===== config.mk =====
export PLATFORM = sky130hd
export DESIGN_NAME = ex_mem_skid
export DESIGN_NICKNAME = d
export VERILOG_FILES = /design/src/rtl/ex_mem_skid.sv
export SDC_FILE = /design/constraint.sdc
export NUM_CORES = 1
export LEC_CHECK = 0
export CAP_MARGIN = 40
export CORE_UTILIZATION = 54
export CTS_CLUSTER_DIAMETER = 60
export DETAILED_ROUTE_END_ITERATION = 6
export PLACE_DENSITY_LB_ADDON = 0.2
export SYNTH_ARGS = -nofsm -noshare
export SYNTH_HDL_FRONTEND = slang
export SYNTH_SLANG_ARGS = --single-unit

===== constraint.sdc =====
create_clock -name clk -period 12 [get_ports clk]
set_input_delay 3 -clock clk [delete_from_list [all_inputs] [get_ports clk]]
set_output_delay 3 -clock clk [all_outputs]
set_load 0.005 [all_outputs]

===== src/rtl/ex_mem_skid.sv =====
// ex_mem_skid
//   Two-entry skid buffer between the ALU stage and the memory stage. It
//   captures the ALU result and the forwarded control of one instruction per
//   entry. The branch decision is resolved when the entry is accepted and is
//   stored with it. FIFO order is preserved. A memory-stage stall never
//   reaches back into the ALU combinationally.
//
// Ports
//   clk, reset        rising-edge clock, asynchronous active-high reset
//   flush             discard every entry on the next edge (beats push/pop)
//   in_valid/in_ready upstream handshake; in_ready = not full
//   sum, zout, nout   ALU result and flags
//   rd, regwrite, memread, memwrite, wdata, branch_op
//                     forwarded control for the instruction
//   out_valid/out_ready downstream handshake; out_valid = not empty
//   out_*             head entry fields, including the resolved out_taken
//   last_z, last_n    flags of the most recently accepted entry
//   count             occupancy 0..2
module ex_mem_skid #(
   parameter int DW = 32,
   parameter int RW = 5
) (
   input  logic          clk,
   input  logic          reset,
   input  logic          flush,
   input  logic          in_valid,
   output logic          in_ready,
   input  logic [DW-1:0] sum,
   input  logic          zout,
   input  logic          nout,
   input  logic [RW-1:0] rd,
   input  logic          regwrite,
   input  logic          memread,
   input  logic          memwrite,
   input  logic [DW-1:0] wdata,
   input  logic [1:0]    branch_op,
   output logic          out_valid,
   input  logic          out_ready,
   output logic [DW-1:0] out_sum,
   output logic [RW-1:0] out_rd,
   output logic          out_regwrite,
   output logic          out_memread,
   output logic          out_memwrite,
   output logic [DW-1:0] out_wdata,
   output logic          out_taken,
   output logic          last_z,
   output logic          last_n,
   output logic [1:0]    count
);

   // The encoding doubles as the occupancy count.
   typedef enum logic [1:0] {
      EMPTY = 2'd0,
      ONE   = 2'd1,
      FULL  = 2'd2
   } state_t;

   typedef struct packed {
      logic [DW-1:0] sum;
      logic [RW-1:0] rd;
      logic          regwrite;
      logic          memread;
      logic          memwrite;
      logic [DW-1:0] wdata;
      logic          taken;
   } entry_t;

   state_t state_q, state_d;
   entry_t head_q, head_d;
   entry_t tail_q, tail_d;
   entry_t new_entry;
   logic   last_z_q, last_z_d;
   logic   last_n_q, last_n_d;
   logic   taken;
   logic   push;
   logic   pop;

   // Branch resolution from the flags of the entry being accepted.
   always_comb begin
      taken = 1'b0;
      case (branch_op)
         2'b01:   taken = zout;   // beq
         2'b10:   taken = ~zout;  // bne
         2'b11:   taken = nout;   // bltz
         default: taken = 1'b0;
      endcase
   end

   always_comb begin
      new_entry          = '0;
      new_entry.sum      = sum;
      new_entry.rd       = rd;
      new_entry.regwrite = regwrite;
      new_entry.memread  = memread;
      new_entry.memwrite = memwrite;
      new_entry.wdata    = wdata;
      new_entry.taken    = taken;
   end

   always_comb begin
      state_d  = state_q;
      head_d   = head_q;
      tail_d   = tail_q;
      last_z_d = last_z_q;
      last_n_d = last_n_q;
      // Handshakes use only the state register, never each other's inputs.
      // flush suppresses both, so nothing is accepted or retired that cycle.
      push = in_valid && (state_q != FULL) && !flush;
      pop  = out_ready && (state_q != EMPTY) && !flush;

      if (flush) begin
         state_d = EMPTY;
      end else begin
         case (state_q)
            EMPTY: begin
               if (push) begin
                  head_d  = new_entry;
                  state_d = ONE;
               end
            end
            ONE: begin
               if (push && pop) begin
                  // Head retires on this edge, so the newcomer takes its place.
                  head_d = new_entry;
               end else if (push) begin
                  tail_d  = new_entry;
                  state_d = FULL;
               end else if (pop) begin
                  state_d = EMPTY;
               end
            end
            FULL: begin
               if (pop) begin
                  head_d  = tail_q;
                  state_d = ONE;
               end
            end
            default: state_d = EMPTY;
         endcase
      end

      if (push) begin
         last_z_d = zout;
         last_n_d = nout;
      end
   end

   always_ff @(posedge clk or posedge reset) begin
      if (reset) begin
         state_q  <= EMPTY;
         head_q   <= '0;
         tail_q   <= '0;
         last_z_q <= 1'b0;
         last_n_q <= 1'b0;
      end else begin
         state_q  <= state_d;
         head_q   <= head_d;
         tail_q   <= tail_d;
         last_z_q <= last_z_d;
         last_n_q <= last_n_d;
      end
   end

   assign in_ready     = (state_q != FULL);
   assign out_valid    = (state_q != EMPTY);
   assign count        = state_q;
   assign out_sum      = head_q.sum;
   assign out_rd       = head_q.rd;
   assign out_regwrite = head_q.regwrite;
   assign out_memread  = head_q.memread;
   assign out_memwrite = head_q.memwrite;
   assign out_wdata    = head_q.wdata;
   assign out_taken    = head_q.taken;
   assign last_z       = last_z_q;
   assign last_n       = last_n_q;

endmodule


Yosys cells after proc, flatten, opt, wreduce, memory -nomap -nowiden
Index checks and enable logic that the tools add are counted.
Widths: inputs -> output; s select.

storage, ports and cells
  logic and storage cells = 57
  register bits after elaboration = 150

cells by class
  bitwise logic cells = 3
  mux-type cells = 12
  reductions and logical operators = 12
  equal/unequal tests = 13

operators by type and width
  kind                count
  $mux 73             3
  $pmux 73 s3         1
  $mux 2              6
  $ne 3x3->1 const B  3
  $ne 2x2->1 const B  4
  $reduce_and 4->1    2
  $eq 2x2->1 const B  3
  $pmux 2 s3          1
  $logic_and 1x1->1   5
  $reduce_and 5->1    1
  $eq 2x1->1 const B  2
  $ne 4x4->1 const B  1
  $not 1->1           3
  $pmux 1 s3          1
  $reduce_bool 3->1   1
  $logic_not 2->1     1
  $reduce_bool 2->1   1
  $logic_not 1->1     1

Logic depth before layout (Yosys ltp)
  word-level depth = 8
  mapped depth = 8

Worst setup path after synthesis
OpenSTA, ideal clock, no wires.

  path kind = input port to flip-flop
  from = in in_valid
  to = reg head_q, in the netlist out_memread
  slack = 7923 ps
  stages = 5
  setup time = 125 ps
  buffers on the path = 1
  data arrival time = 3952 ps
  cell sequence = and2b_1 > a22oi_4 > nor2_8 > buf_6 > mux2_4

between the ends
  cells in the longest elaborated chain, start to end = 5

ends and longest elaborated chain
  what                                   RTL line  RTL
  start, declared                        26        input logic in_valid,
  $logic_and 1x1->1 (*) (2 in series)    108       push = in_valid && (state_q != FULL) && !flush;
  $logic_and 1x1->1                      122       if (push && pop) begin
  $ne 2x2->1 (no source line)            --
  $reduce_and 5->1 (no source line) (*)  --
  end signal, assigned                   151       head_q <= '0;
  end signal, assigned                   157       head_q <= head_d;
  end, declared                          69        entry_t head_q, head_d;

Mark *: on every way between the ends. The rest lies on a longest branch, timed or not.
A chain may end at the register's enable or synchronous reset.

Worst setup path in the final report
  from = in out_ready
  to = reg head_q, in the netlist out_sum[18]

between the ends
  cells in the longest elaborated chain, start to end = 5

ends and longest elaborated chain
  what                                   RTL line  RTL
  start, declared                        38        input logic out_ready,
  $logic_and 1x1->1 (*) (2 in series)    109       pop = out_ready && (state_q != EMPTY) && !flush;
  $logic_and 1x1->1                      122
  $ne 2x2->1 (no source line)            --
  $reduce_and 5->1 (no source line) (*)  --

Marks and branches as above.

==> flow_summary.json <==
{
  "status": "finished clean",
  "synth.distinct_cells": 27,
  "antenna_cells": 0,
  "insertion_delay_to_the_later_sink_of_the_worst_skew_pair_ns": 0.42,
  "drtPass1Iterations": 4,
  "grt_pass1_vias": 4963,
  "count_of_flip_flops_with_a_built_in_enable_after_synthesis": 0,
  "synthCells": 567,
  "min_to": "tail_q[47]$_DFFE_PP0P_",
  "regToRegStartpoint": "count[0]$_DFFE_PP0P_",
  "grt_start_max_net_pins": 93,
  "post_synthesis_sequential_element_count": 150,
  "worst_hold_startpoint": "tail_q[47]$_DFFE_PP0P_",
  "cts_buffers": 17,
  "cp_data_arrival_time_ns": 5.74,
  "synthesis.nets": 648,
  "maxSlewViolCount": 0,
  "resized_gates_after_cts": 0,
  "synth_top_area_cell": "sky130_fd_sc_hd__dfrtp_1",
  "unrepaired_setup_endpoints_after_global_routing": "false",
  "final_util_pct": 74.55,
  "post-layout-total-power_mw": 1.547,
  "portBuffers": 159,
  "timing.hold.worst.class": "flip-flop to flip-flop",
  "synthFlopType": "sky130_fd_sc_hd__dfrtp_1",
  "maximum_net_fanout_on_the_critical_path": 42,
  "grt.total_usage_pct": 24.85,
  "dp_worst_setup_slack_ns": 6.144,
  "p_leak_nw": 4.278,
  "r2r-end": "out_sum[18]$_DFFE_PP0P_",
  "synthesis.area_um2": 6844,
  "sequential_cell_area_um2": 3754,
  "worst_tran_pin_value_ns": 0.8991,
  "final_common_cell": "sky130_fd_sc_hd__nand2_1",
  "core.rowCount": 40,
  "critPathCaptureType": "flip-flop",
  "final.setup.worst_slack_ns": 6.556,
  "cts.reportedPaths.clkPinSlew_ns": 0.06,
  "detailed_place.area_um2": 8516,
  "wire_length_of_the_first_global_routing_pass_um": 24650,
  "route.vias.total": 4640,
  "critical-path-top-delay-family": "buffers and inverters",
  "worst-r2r-setup-slack_ns": 8.48,
  "timing.setup.critical_path_class": "primary input to flip-flop",
  "root_buffer_selected_by_cts": "sky130_fd_sc_hd__clkbuf_16",
  "die-height_um": 114.6,
  "clk_path_buf_depth": 2,
  "synth.top_cell.area_share_pct": 54.84,
  "maxCapViolations": 0,
  "ant_nets": 0,
  "syn_area_per_cell_um2": 12.07,
  "worst_r2r_path_depth": 6,
  "timing.final.setup_violations": 0,
  "timing.critical_path.slowest_stage_cell": "sky130_fd_sc_hd__buf_4",
  "fmax_mhz": 183.7,
  "dp_cells": 868,
  "antenna_found_initial": 0,
  "start_util_pct": 56.28,
  "netlist_top_cells_area": "sky130_fd_sc_hd__dfrtp_1, sky130_fd_sc_hd__mux2_4, sky130_fd_sc_hd__mux2_2, sky130_fd_sc_hd__nand2_1, sky130_fd_sc_hd__buf_2",
  "fin_crit_sh_pct": 45.37,
  "layout.filler_cells": 826,
  "critPathLaunchType": "primary input",
  "period_minus_ws_final_ns": 5.444,
  "timing.critical_path.cells": "clkdlybuf4s50_1 > nand2b_1 > a22oi_4 > nor2_8 > buf_4 > mux2_2",
  "final-instance-count-excl-fill": 897,
  "ioPinCount": 160,
  "timing_hold_violations_final": 0,
  "cp_num_buf_inv": 2,
  "relative_max_transition_margin_pct": 40.06,
  "cts.hold.buffers_added": 0,
  "seq_area_frac_synth_pct": 54.84,
  "cts_tree": "built",
  "proportion_of_register_bits_with_asynchronous_set_or_reset_after_synthesis_pct": 100.0,
  "globalplace.congestion": 0.7220,
  "final_design_instance_area_without_fill_um2": 9066,
  "post_drt_wl_per_cell_um": 17.01,
  "drt_iter0_markers": 336,
  "avgViaCountPerCell": 5.173,
  "worst_clock_skew_ns": 0.008228,
  "pwr_density_cell_nw_per_um2": 170.6,
  "totalNegativeSetupSlack_ns": 0,
  "flow.area_growth_from_synthesis_pct": 32.47,
  "post-cts-setup-buffers": 0,
  "totalWireLength_um": 15260,
  "design.core.area_um2": 12160,
  "peakVddDrop_uv": 87.80,
  "whs_path_depth": 1,
  "mostFrequentLayoutCells": "sky130_fd_sc_hd__nand2_1, sky130_fd_sc_hd__clkdlybuf4s50_1, sky130_fd_sc_hd__dfrtp_1",
  "chipWidth_um": 114.6,
  "place.detailed.hpwl_um": 9460,
  "htreeDepth": 4,
  "critical_path_cell_count": 6,
  "holdWs_ns": 0.5042,
  "synth-warning-count": 0,
  "globalRoute.totalOverflow": 0,
  "dieArea_um2": 13130,
  "clock-sinks": 150,
  "final_layout_size_suffix_gt1_share_pct": 25.10,
  "multi_input_area_um2": 2894,
  "critPathRequiredTime_ns": 12.30,
  "drc": 0,
  "max_stage_delay_ns": 0.74,
  "final_nets": 800
}
[registers in the layout, indices dropped and copies added, names as in the netlist]
name / cells
last_n: 1
count: 2
out_memread: 1
tail_q: 73
out_taken: 1
last_z: 1
out_regwrite: 1
out_rd: 5
out_wdata: 32
out_memwrite: 1
out_sum: 32
[Yosys cell counts, types with 2 or more instances]
cell type / count
sky130_fd_sc_hd__buf_6: 8
sky130_fd_sc_hd__mux2_4: 69
sky130_fd_sc_hd__inv_1: 2
sky130_fd_sc_hd__mux2_2: 76
sky130_fd_sc_hd__nor2_1: 2
sky130_fd_sc_hd__nand2_1: 218
sky130_fd_sc_hd__dfrtp_1: 150
sky130_fd_sc_hd__buf_2: 19
sky130_fd_sc_hd__clkbuf_1: 4
sky130_fd_sc_hd__a2bb2oi_1: 2
[cell families (layout without fill, tap and decap cells)]
family / after synthesis / in the layout / share of synthesized area (%)
flops: 150 / 150 / 54.84
buf+inv: 34 / 196 / 3.090
simple gates: 228 / 228 / 13.07
mux: 147 / 147 / 27.95
compound gates: 7 / 7 / 0.9141
xor+xnor: 1 / 1 / 0.1280
[report_power, final]
part | switching, mW | internal [mW] | total, mW
sequential | 0.0737 | 0.630 | 0.704
combinational | 0.104 | 0.239 | 0.343
clock | 0.192 | 0.308 | 0.500
[area by class of cell]
cell class	count	share of cell area (%)
sequential	150	41.40
multi-input combinational	383	31.92
timing repair buffer	164	18.11
clock buffer	25	5.575
tap	168	2.319
clock inverter	4	0.4968
inverter	3	0.1794
[how the worst max path moves through the flow]
| stage | from | end | slack [ns] |
|---|---|---|---|
| floorplan | reset | count[0]$_DFFE_PP0P_ | 4.96 |
| finish | out_ready | out_sum[18]$_DFFE_PP0P_ | 6.56 |
| global route | out_ready | out_sum[18]$_DFFE_PP0P_ | 6.46 |
| global placement | out_ready | out_sum[18]$_DFFE_PP0P_ | 6.17 |
| CTS | out_ready | out_sum[18]$_DFFE_PP0P_ | 6.59 |
| detailed placement | out_ready | out_sum[18]$_DFFE_PP0P_ | 6.14 |
[layer usage]
metal	track usage, %	vias to the layer above	wire, um
met2	43.23	117	7850
met3	6.723	21	797
met5	0	-	0
li1	-	2178	-
met4	9.177	0	240
met1	29.51	2324	6373
No activity file was read; power rests on OpenSTA's default activity.
